`src/rtl/uart_pio_bridge.sv`:
```
// uart_pio_bridge: serial-controlled LED/switch/button PIO.
// The block contains an 8N1 receiver, an 8N1 transmitter, a two-state command
// parser, a single-entry reply slot, and per-button debounce with press events.
//
// Handshakes inside the block:
//   rx_valid / rx_err are one-cycle strobes. They have no ready, and the parser
//   consumes them on the cycle they are high.
//   Reply slot and event flags act as "valid" toward the transmitter. The
//   transmitter "readies" them with tx_free. A transfer happens on the cycle
//   both are high, and that same cycle drives the start bit.
module uart_pio_bridge #(
  parameter int BAUD_DIV     = 434,
  parameter int LED_W        = 8,
  parameter int SW_W         = 3,
  parameter int BTN_W        = 2,
  parameter int DEBOUNCE_CYC = 500000
) (
  input  logic              clk_clk,
  input  logic              reset_reset,
  input  logic              pll_locked,
  input  logic              uart_rxd,
  output logic              uart_txd,
  output logic [LED_W-1:0]  pio_led_export,
  input  logic [SW_W-1:0]   pio_switch_export,
  input  logic [BTN_W-1:0]  pio_button_export,
  output logic [7:0]        frame_err_cnt
);

  localparam int             CW        = 16;
  localparam logic [CW-1:0]  BIT_LAST  = CW'(BAUD_DIV - 1);
  localparam logic [CW-1:0]  HALF_LAST = CW'(BAUD_DIV / 2 - 1);
  localparam int             DW        = (DEBOUNCE_CYC > 1) ? $clog2(DEBOUNCE_CYC) : 1;
  localparam logic [DW-1:0]  DEB_LAST  = DW'(DEBOUNCE_CYC - 1);

  // Losing PLL lock holds the whole block in reset, the same as reset_reset.
  logic rst;
  assign rst = reset_reset | ~pll_locked;

  // ---------------- synchronisers ----------------
  logic [1:0]       rxd_sync;
  logic [SW_W-1:0]  sw_m, sw_s;
  logic [BTN_W-1:0] btn_m, btn_s;
  logic             rx_s;
  assign rx_s = rxd_sync[1];

  // Two-flop synchronisers for all asynchronous inputs.
  always_ff @(posedge clk_clk) begin
    if (rst) begin
      rxd_sync <= 2'b11;
      sw_m     <= '0;
      sw_s     <= '0;
      btn_m    <= '1;
      btn_s    <= '1;
    end else begin
      rxd_sync <= {rxd_sync[0], uart_rxd};
      sw_m     <= pio_switch_export;
      sw_s     <= sw_m;
      btn_m    <= pio_button_export;
      btn_s    <= btn_m;
    end
  end

  // ---------------- receiver ----------------
  typedef enum logic [1:0] {RX_IDLE, RX_START, RX_DATA, RX_STOP} rx_state_t;
  rx_state_t       rx_state, rx_state_nx;
  logic [CW-1:0]   rx_cnt, rx_cnt_nx;
  logic [2:0]      rx_bit, rx_bit_nx;
  logic [7:0]      rx_sh, rx_sh_nx;
  logic            rx_hold, rx_hold_nx;   // after a framing error: wait for idle line
  logic            rx_valid, rx_err;

  // Receiver next state: half-bit start check, 8 data samples, then a stop check.
  always_comb begin
    rx_state_nx = rx_state;
    rx_cnt_nx   = rx_cnt;
    rx_bit_nx   = rx_bit;
    rx_sh_nx    = rx_sh;
    rx_hold_nx  = rx_hold;
    rx_valid    = 1'b0;
    rx_err      = 1'b0;
    case (rx_state)
      RX_IDLE: begin
        if (!rx_s) begin
          rx_state_nx = RX_START;
          rx_cnt_nx   = HALF_LAST;
        end
      end
      RX_START: begin
        if (rx_cnt != '0) rx_cnt_nx = rx_cnt - CW'(1);
        else if (rx_s) rx_state_nx = RX_IDLE;          // glitch rejected
        else begin
          rx_state_nx = RX_DATA;
          rx_cnt_nx   = BIT_LAST;
          rx_bit_nx   = 3'd0;
        end
      end
      RX_DATA: begin
        if (rx_cnt != '0) rx_cnt_nx = rx_cnt - CW'(1);
        else begin
          rx_sh_nx  = {rx_s, rx_sh[7:1]};
          rx_cnt_nx = BIT_LAST;
          rx_bit_nx = rx_bit + 3'd1;
          if (rx_bit == 3'd7) rx_state_nx = RX_STOP;
        end
      end
      RX_STOP: begin
        if (rx_hold) begin
          if (rx_s) begin
            rx_hold_nx  = 1'b0;
            rx_state_nx = RX_IDLE;
          end
        end else if (rx_cnt != '0) rx_cnt_nx = rx_cnt - CW'(1);
        else if (rx_s) begin
          rx_valid    = 1'b1;
          rx_state_nx = RX_IDLE;
        end else begin
          rx_err     = 1'b1;
          rx_hold_nx = 1'b1;
        end
      end
      default: rx_state_nx = RX_IDLE;
    endcase
  end

  // Receiver state register.
  always_ff @(posedge clk_clk) begin
    if (rst) begin
      rx_state <= RX_IDLE;
      rx_cnt   <= '0;
      rx_bit   <= '0;
      rx_sh    <= '0;
      rx_hold  <= 1'b0;
    end else begin
      rx_state <= rx_state_nx;
      rx_cnt   <= rx_cnt_nx;
      rx_bit   <= rx_bit_nx;
      rx_sh    <= rx_sh_nx;
      rx_hold  <= rx_hold_nx;
    end
  end

  // ---------------- button debounce ----------------
  logic [BTN_W-1:0] btn_deb, btn_fall;
  logic [DW-1:0]    deb_cnt [BTN_W];

  // A level is accepted after DEBOUNCE_CYC consecutive differing samples.
  always_ff @(posedge clk_clk) begin
    for (int i = 0; i < BTN_W; i++) begin
      if (rst) begin
        deb_cnt[i] <= '0;
        btn_deb[i] <= 1'b1;
      end else if (btn_s[i] == btn_deb[i]) begin
        deb_cnt[i] <= '0;
      end else if (deb_cnt[i] == DEB_LAST) begin
        deb_cnt[i] <= '0;
        btn_deb[i] <= btn_s[i];
      end else begin
        deb_cnt[i] <= deb_cnt[i] + DW'(1);
      end
    end
  end

  // A press is the debounced 1->0 transition about to be accepted this cycle.
  always_comb begin
    btn_fall = '0;
    for (int i = 0; i < BTN_W; i++)
      btn_fall[i] = btn_deb[i] && !btn_s[i] && (deb_cnt[i] == DEB_LAST);
  end

  // ---------------- parser ----------------
  typedef enum logic {P_CMD, P_ARG} p_state_t;
  p_state_t         p_state, p_state_nx;
  logic [LED_W-1:0] led_nx;
  logic             rep_load;
  logic [7:0]       rep_byte, status_byte;

  // Status byte: switches in the low bits, pressed buttons above, zero-extended.
  always_comb begin
    status_byte = '0;
    status_byte[SW_W+BTN_W-1:0] = {~btn_deb, sw_s};
  end

  // Parser next state. 'L' takes one argument byte, 'R' reads status, anything else is NAKed.
  always_comb begin
    p_state_nx = p_state;
    led_nx     = pio_led_export;
    rep_load   = 1'b0;
    rep_byte   = 8'h00;
    if (rx_valid) begin
      if (p_state == P_CMD) begin
        case (rx_sh)
          8'h4C: p_state_nx = P_ARG;
          8'h52: begin
            rep_load = 1'b1;
            rep_byte = status_byte;
          end
          default: begin
            rep_load = 1'b1;
            rep_byte = 8'h15;
          end
        endcase
      end else begin
        led_nx     = rx_sh[LED_W-1:0];
        rep_load   = 1'b1;
        rep_byte   = 8'h06;
        p_state_nx = P_CMD;
      end
    end else if (rx_err) begin
      p_state_nx = P_CMD;
    end
  end

  // ---------------- TX arbitration ----------------
  typedef enum logic {TX_IDLE, TX_BUSY} tx_state_t;
  tx_state_t        tx_state, tx_state_nx;
  logic [CW-1:0]    tx_cnt, tx_cnt_nx;
  logic [3:0]       tx_bit, tx_bit_nx;
  logic [8:0]       tx_sh, tx_sh_nx;
  logic             tx_out_nx;
  logic             tx_free, grab_slot, grab_evt, rep_drop;
  logic             slot_vld;
  logic [7:0]       slot_byte, evt_byte;
  logic [BTN_W-1:0] evt_flag, evt_clr;

  // The last stop-bit cycle also counts as free, so frames can run back-to-back.
  // The slot wins over events, and among events the lowest index wins.
  always_comb begin
    tx_free   = (tx_state == TX_IDLE) ||
                ((tx_state == TX_BUSY) && (tx_cnt == '0) && (tx_bit == 4'd9));
    grab_slot = tx_free && slot_vld;
    grab_evt  = tx_free && !slot_vld && (|evt_flag);
    evt_clr   = '0;
    evt_byte  = 8'h80;
    for (int i = BTN_W - 1; i >= 0; i--) begin
      if (evt_flag[i]) begin
        evt_clr    = '0;
        evt_clr[i] = grab_evt;
        evt_byte   = 8'h80 | 8'(i);
      end
    end
    rep_drop = rep_load && slot_vld && !grab_slot;
  end

  // ---------------- transmitter ----------------
  // Transmitter next state: a grab drives the start bit, then 8 data bits and a stop bit are shifted out.
  always_comb begin
    tx_state_nx = tx_state;
    tx_cnt_nx   = tx_cnt;
    tx_bit_nx   = tx_bit;
    tx_sh_nx    = tx_sh;
    tx_out_nx   = uart_txd;
    if (grab_slot || grab_evt) begin
      tx_state_nx = TX_BUSY;
      tx_cnt_nx   = BIT_LAST;
      tx_bit_nx   = 4'd0;
      tx_sh_nx    = {1'b1, (grab_slot ? slot_byte : evt_byte)};
      tx_out_nx   = 1'b0;
    end else if (tx_state == TX_BUSY) begin
      if (tx_cnt != '0) tx_cnt_nx = tx_cnt - CW'(1);
      else if (tx_bit == 4'd9) begin
        tx_state_nx = TX_IDLE;
        tx_out_nx   = 1'b1;
      end else begin
        tx_cnt_nx = BIT_LAST;
        tx_bit_nx = tx_bit + 4'd1;
        tx_out_nx = tx_sh[0];
        tx_sh_nx  = {1'b1, tx_sh[8:1]};
      end
    end else begin
      tx_out_nx = 1'b1;
    end
  end

  // Registers for the transmitter, parser, reply slot, event flags and the error counter.
  always_ff @(posedge clk_clk) begin
    if (rst) begin
      tx_state       <= TX_IDLE;
      tx_cnt         <= '0;
      tx_bit         <= '0;
      tx_sh          <= '1;
      uart_txd       <= 1'b1;
      p_state        <= P_CMD;
      pio_led_export <= '0;
      slot_vld       <= 1'b0;
      slot_byte      <= '0;
      evt_flag       <= '0;
      frame_err_cnt  <= '0;
    end else begin
      tx_state       <= tx_state_nx;
      tx_cnt         <= tx_cnt_nx;
      tx_bit         <= tx_bit_nx;
      tx_sh          <= tx_sh_nx;
      uart_txd       <= tx_out_nx;
      p_state        <= p_state_nx;
      pio_led_export <= led_nx;
      // A new reply is accepted when the slot is empty or being emptied this cycle.
      if (rep_load && (!slot_vld || grab_slot)) begin
        slot_vld  <= 1'b1;
        slot_byte <= rep_byte;
      end else if (grab_slot) begin
        slot_vld <= 1'b0;
      end
      // A set takes precedence over a clear in the same cycle.
      evt_flag <= btn_fall | (evt_flag & ~evt_clr);
      if ((rx_err || rep_drop) && (frame_err_cnt != 8'hFF))
        frame_err_cnt <= frame_err_cnt + 8'd1;
    end
  end

endmodule

```
`config.mk`:
```
export PLATFORM = sky130hd
export DESIGN_NAME = uart_pio_bridge
export DESIGN_NICKNAME = d
export VERILOG_FILES = /design/src/rtl/uart_pio_bridge.sv
export SDC_FILE = /design/constraint.sdc
export NUM_CORES = 1
export LEC_CHECK = 0
export BUFFER_PORTS_ARGS = -buffer_cell sky130_fd_sc_hd__buf_2
export CORE_ASPECT_RATIO = 2
export CORE_MARGIN = 2
export CORE_UTILIZATION = 40
export DETAILED_ROUTE_END_ITERATION = 10
export PLACE_DENSITY = 0.66
export SYNTH_ARGS = -nofsm -noshare
export SYNTH_HDL_FRONTEND = slang
export SYNTH_SLANG_ARGS = --single-unit
```
`constraint.sdc`:
```
create_clock -name clk_clk -period 2.38 [get_ports clk_clk]
set_input_delay 0.119 -clock clk_clk [delete_from_list [all_inputs] [get_ports clk_clk]]
set_output_delay 0.119 -clock clk_clk [all_outputs]
set_load 0.05 [all_outputs]
```
==> results of run 1 <==
[logic make-up after synthesis]
kind of cell	after synthesis	synth area share
XOR/XNOR	53	0.0683
buffers and inverters	54	0.0311
flip-flops	137	0.460
AO/OA/AOI/OAI	135	0.128
AND/OR/NAND/NOR	352	0.260
multiplexers	14	0.0206
adder cells (fa/ha/maj)	17	0.0313
other	1	0.000552
[timing repair]
item / CTS / global route
gates resized for setup: 3 / 24
cloned: 0 / 0
buffers inserted: 0 / 1
pin swaps: 2 / 12
hold buffers: 6 / 0
hold endpoints to repair: 6 / 0
setup endpoints to repair: 10 / 27
[critical path, cell delays in order (launching register included)]
cell and delay [ns]:
sky130_fd_sc_hd__dfxtp_2 0.32, sky130_fd_sc_hd__inv_2 0.06, sky130_fd_sc_hd__ha_4 0.12, sky130_fd_sc_hd__or4b_4 0.47, sky130_fd_sc_hd__nor4_4 0.35, sky130_fd_sc_hd__o2111ai_4 0.25, sky130_fd_sc_hd__or4_4 0.54, sky130_fd_sc_hd__a21oi_2 0.14
[per-layer routing]
metal,GRT usage,part of all wire,vias to the layer above
li1,-,-,2962
met2,0.363,0.58,88
met1,0.178,0.37,2792
met5,0,0,-
met4,0.0945,0.031,0
met3,0.0316,0.020,33
[registers in the layout, summed over array words and instances (netlist names), 2 cells and up, named ones only]
name	flops
btn_deb	2
btn_m	2
btn_s	2
deb_cnt	38
evt_flag	2
frame_err_cnt	8
pio_led_export	8
rx_bit	3
rx_cnt	16
rx_sh	8
rxd_sync	2
slot_byte	5
sw_m	3
sw_s	3
tx_bit	4
tx_cnt	16
tx_sh	8
[synth_stat cells (13+ instances only)]
cell type / count / area, um2
sky130_fd_sc_hd__a21oi_1: 52 / 260
sky130_fd_sc_hd__clkbuf_1: 24 / 90.1
sky130_fd_sc_hd__dfxtp_1: 99 / 1980
sky130_fd_sc_hd__edfxtp_1: 38 / 1140
sky130_fd_sc_hd__ha_1: 17 / 213
sky130_fd_sc_hd__inv_1: 25 / 93.8
sky130_fd_sc_hd__mux2i_1: 14 / 140
sky130_fd_sc_hd__nand2_1: 82 / 308
sky130_fd_sc_hd__nand3_1: 35 / 175
sky130_fd_sc_hd__nor2_1: 106 / 398
sky130_fd_sc_hd__nor3_1: 18 / 90.1
sky130_fd_sc_hd__nor4_1: 13 / 81.3
sky130_fd_sc_hd__o21ai_0: 22 / 110
sky130_fd_sc_hd__or3_1: 15 / 93.8
sky130_fd_sc_hd__xnor2_1: 26 / 228
sky130_fd_sc_hd__xor2_1: 27 / 236
[report_power, final]
| part | internal (uW) | switching (uW) |
|---|---|---|
| combinational | 104 | 132 |
| clock | 1860 | 1030 |
| sequential | 2430 | 30.2 |
[final cells by class]
cell class	count	area, um2
fill	1589	8100
tap	207	259
inverter	25	93.8
multi-input combinational	609	3670
sequential	137	3130
timing repair buffer	110	786
clock buffer	17	425
clock inverter	15	221
[through the flow]
stage	hold slack, ns	util
floorplan	0.220	-
global placement	0.309	0.467
detailed placement	0.311	0.467
CTS	0.101	0.510
global route	0.134	0.514
finish	0.110	0.514
[how the worst min path moves through the flow]
stage / startpoint / end / slack, ns
after floorplan: pio_button_export[0] / btn_m[0] / 0.22
after global placement: pio_button_export[0] / btn_m[0] / 0.31
after detailed placement: pio_button_export[1] / btn_m[1] / 0.31
after CTS: pll_locked / tx_cnt[4] / 0.10
after global routing: pll_locked / tx_cnt[4] / 0.13
final: pll_locked / tx_cnt[4] / 0.11
==> impl_metrics.toml, run 1 <==
[yosys]
yosys_register_bits = 137
async_reset_ff_frac = 0
synth_enable_flop_cells = 38
netlist_instances = 763
synth.cell_area_mm2 = 0.00679
dominantRegCellSynth = "sky130_fd_sc_hd__dfxtp_1"
synthesis.area_per_instance_um2 = 8.90
post_synth_num_cell_types = 60
synth.yosys.seq_area_share = 0.460
yosys_warn_count = 0

[cells_and_area]
layout-drive-gt1-share = 0.184
final_cell_count_no_fill = 1120
antenna_cells_inserted = 0
highest_count_cells_in_the_layout_ignoring_fill_and_taps = "sky130_fd_sc_hd__nor2_1, sky130_fd_sc_hd__dfxtp_1, sky130_fd_sc_hd__nand2_1, sky130_fd_sc_hd__buf_4, sky130_fd_sc_hd__a21oi_1"
postLayoutCellArea_mm2 = 0.00858
layout.nets = 926
mostFrequentLayoutCell = "sky130_fd_sc_hd__nor2_1"
areaGrowthSynthToFinish_pct = 26.3

[clock_tree]
clock_tree_from_tritoncts = "done"
clk_pin_slew_worst_paths_ns = 0.06
numCtsBuffers = 17
clk_latency_ns = 0.42
root_buffer = "sky130_fd_sc_hd__clkbuf_16"
clock_tree.buffer_depth = 2
clock_tree.htree_level_count = 4
cts.sinks = 137

[die]
die_h_um = 188
die-area_mm2 = 0.0181
pin_count = 26
die_width_um = 96.1
initial_core_util = 0.407
core-area_mm2 = 0.0167
core.rowCount = 67

[power_and_ir_drop]
power.density_cell_area_mw_per_mm2 = 651
max-vdd-ir-drop_mv = 0.498
p_leak_uw = 0.00333
finalPower_uw = 5590

[drt]
via_count = 5875
first_iter_violations = 224
drt-pass1-iter-count = 5
drc = 0
drtAntennaViolNets = 0
routed_wire_length_per_instance_um = 14.1
route.final.wire_length_um = 15800
post_drt_via_cell_ratio = 5.25

[sta]
timing.final.crit_share = 0.973
post-route-min-period_ns = 2.32
final_max_slew_viol_count = 0
max-slew-margin-rel = 0.534
fin_tns_setup_ns = 0
setup_viol = 0
hold_violations = 0
fmax_ghz = 0.432
finClkSkew_ns = 0.00949
grt_setup_unrepaired = "yes"
setup_ws_ns = 0.0637
tightest_slew_ns = 0.697

[placement]
post_dp_cell_area_mm2 = 0.00779
dp.final_hpwl_um = 11600
port_buffers = 25
placed_cells_incl_taps = 1081
gp_congestion = 0.858
placement.setup.worst_slack_ns = -0.0656

[worst_setup_path]
path_max_fanout = 7
last_element_of_the_critical_path = "frame_err_cnt[3]"
endpoint_required_time_on_the_critical_path_ns = 2.73
crit_arrival_ns = 2.67
critical_path.startpoint_type = "flop"
critical_path_start_end_classification = "flop to flop"
regToRegStartpoint = "rx_cnt[1]"
setup.worst_path.start = "rx_cnt[1]"
regToRegEndpoint = "frame_err_cnt[3]"
end_kind = "flop"
timing.reg2reg.setup_slack_ns = 0.06
reg2reg_depth = 7

[flow_run]
max_cap_violations = 0

[min_path]
min_path_type = "input pin to flop"
min_path_cells = 3

[global_routing]
pin_count_of_the_biggest_net_entering_global_routing = 43
gr-total-overflow = 0
global_route_wire_length_before_repair_um = 27000
track_usage = 0.187
grt_antenna_before_repair = 0
first_global_vias = 5979

[outcome]
run_status = "finished, final reports clean"
Note: power is estimated with default switching activity, not from simulation.
==> run 2: changes to the inputs <==
- SETUP_SLACK_MARGIN: not set -> 0.1
==> run 2 against run 1 <==
Wire length increased by 3.7%. Critical endpoint is now frame_err_cnt[5]. Highest routed layer unchanged. Critical path type unchanged. Register-to-register slack gained 0.02 ns. Via count increased by 0.85%.
==> impl_metrics.toml, run 2 (synthesis results as in run 1) <==
[outcome]
run_status = "finished, final reports clean"

[power_and_ir_drop]
power.density_cell_area_mw_per_mm2 = 628
p_leak_uw = 0.00335
proportion_of_power_drawn_by_the_clock_network = 0.501
comb_power_share = 0.048
total_switching_power_uw = 1170
power.share.switching = 0.214
power.share.sequential = 0.452
intPower_uw = 4270
max-vdd-ir-drop_mv = 0.629

[sta]
finClkSkew_ns = 0.00736
final_max_slew_viol_count = 0
timing.final.crit_share = 0.963
hold_violations = 0
tightest_slew_ns = 0.756
fin_hold_ws_ns = 0.127
post-route-min-period_ns = 2.29
fmax_ghz = 0.436
max-slew-margin-rel = 0.489
grt_setup_unrepaired = "yes"
setup_viol = 0

[flow_run]
max_cap_violations = 0

[cells_and_area]
highest_count_cells_in_the_layout_ignoring_fill_and_taps = "sky130_fd_sc_hd__nor2_1, sky130_fd_sc_hd__dfxtp_1, sky130_fd_sc_hd__nand2_1, sky130_fd_sc_hd__buf_4, sky130_fd_sc_hd__a21oi_1"
most_flop_heavy_register = "deb_cnt"
areaGrowthSynthToFinish_pct = 27.5
largest_register_ff_count = 38
layout-drive-gt1-share = 0.195
antenna_cells_inserted = 0
postLayoutCellArea_mm2 = 0.00866
layout.nets = 928
reg_top3 = "deb_cnt: 38 flops, rx_cnt: 16 flops, tx_cnt: 16 flops"
mostFrequentLayoutCell = "sky130_fd_sc_hd__nor2_1"

[die]
initial_core_util = 0.407
core-area_mm2 = 0.0167
die_width_um = 96.1
die_h_um = 188
core.rowCount = 67
pin_count = 26
die-area_mm2 = 0.0181

[clock_tree]
clock_tree.buffer_depth = 2
clock_tree.htree_level_count = 4
clock_tree_from_tritoncts = "done"
clk_pin_slew_worst_paths_ns = 0.06
numCtsBuffers = 17
cts.sinks = 137
root_buffer = "sky130_fd_sc_hd__clkbuf_16"
clk_latency_ns = 0.42

[global_routing]
grt_antenna_before_repair = 0
gr-total-overflow = 0
global_route_wire_length_before_repair_um = 27300
pin_count_of_the_biggest_net_entering_global_routing = 41
track_usage = 0.192
first_global_vias = 6001

[worst_setup_path]
timing.reg2reg.setup_slack_ns = 0.09
end_kind = "flop"
reg2reg_depth = 6
regToRegStartpoint = "tx_cnt[7]"
critical_path.startpoint_type = "flop"
critical_path_start_end_classification = "flop to flop"
endpoint_required_time_on_the_critical_path_ns = 2.66
crit_arrival_ns = 2.57
path_max_fanout = 6
regToRegEndpoint = "frame_err_cnt[5]"

[min_path]
min_path_cells = 4
worst_hold_startpoint = "reset_reset"
min_path_type = "input pin to flop"
timing.hold.worst_endpoint = "tx_sh[7]"

[placement]
dp.final_hpwl_um = 11900
port_buffers = 25
gp_congestion = 0.930
post_dp_cell_area_mm2 = 0.00778

[drt]
drt-pass1-iter-count = 4
route.final.wire_length_um = 16400
via_count = 5925
drc = 0
post_drt_via_cell_ratio = 5.28
routed_wire_length_per_instance_um = 14.6
drtAntennaViolNets = 0
first_iter_violations = 246
[run 2: changes by cell type in the layout (fill, tap and decap cells not counted), moves of 3 or more]
cell,delta
sky130_fd_sc_hd__dfxtp_1,-3
sky130_fd_sc_hd__clkinv_2,+3
sky130_fd_sc_hd__dfxtp_2,+3
sky130_fd_sc_hd__buf_4,-3
sky130_fd_sc_hd__clkbuf_8,+3
[run 2: worst max path at each step]
| stage | slack [ns] | cells after the start | startpoint | to |
|---|---|---|---|---|
| after floorplan | 0.17 | 5 | rx_cnt[10] | frame_err_cnt[4] |
| after global placement | 0.04 | 7 | rx_cnt[0] | frame_err_cnt[4] |
| after detailed placement | -0.004 | 7 | rx_cnt[0] | frame_err_cnt[3] |
| after CTS | 0.06 | 7 | rx_cnt[1] | frame_err_cnt[3] |
| after global routing | 0.006 | 5 | tx_cnt[6] | frame_err_cnt[5] |
| final | 0.09 | 6 | tx_cnt[7] | frame_err_cnt[5] |
[run 2: per-stage QoR]
| stage | power, uW | std cells | setup WS, ns | setup TNS (ns) | util |
|---|---|---|---|---|---|
| 3_5_place_dp | 2730 | 1075 | -0.00365 | -0.00365 | 0.467 |
| 6_report | 5440 | 1122 | 0.0869 | 0 | 0.519 |
| 4_1_cts | 5490 | 1120 | 0.0604 | 0 | 0.512 |
| 2_1_floorplan | 2630 | 800 | 0.170 | 0 | - |
| 3_3_place_gp | 2730 | 1075 | 0.0412 | 0 | 0.467 |
| 5_1_grt | 5610 | 1122 | 0.00570 | 0 | 0.519 |
[run 2: metal layers]
metal	GRT usage	up-vias	share of wire
met4	0.114	0	0.045
met5	0	-	0
met3	0.0384	52	0.021
met1	0.177	2795	0.36
met2	0.364	109	0.58
li1	-	2969	-
[run 2: power by group through the flow]
stage | clock, uW | combinational (uW) | sequential, uW
floorplan | 0 | 133 | 2500
global placement | 0 | 224 | 2510
detailed placement | 0 | 225 | 2510
CTS | 2780 | 247 | 2460
global route | 2860 | 286 | 2460
finish | 2720 | 259 | 2460
[run 2: what timing repair did]
action / CTS / global route
hold endpoints to repair: 6 / 0
setup buffers: 6 / 2
hold buffers: 6 / 0
gates resized for setup: 12 / 27
endpoints found under the setup margin: 13 / 37
cloned: 1 / 0
pin swaps: 12 / 10
[run 2: critical path, stage by stage, from the launching register on]
cell                        delay [ns]
sky130_fd_sc_hd__dfxtp_2          0.32
sky130_fd_sc_hd__or4_4            0.59
sky130_fd_sc_hd__or4_4            0.63
sky130_fd_sc_hd__o2111ai_4        0.29
sky130_fd_sc_hd__buf_6            0.14
sky130_fd_sc_hd__or3_1            0.11
sky130_fd_sc_hd__a21oi_1          0.07
[run 2: cell type report]
class                      count  area (um2)
timing repair buffer         111         826
inverter                      25        93.8
clock buffer                  21         470
tap                          207         259
sequential                   137        3130
multi-input combinational    610        3740
clock inverter                11         140
fill                        1551        8020
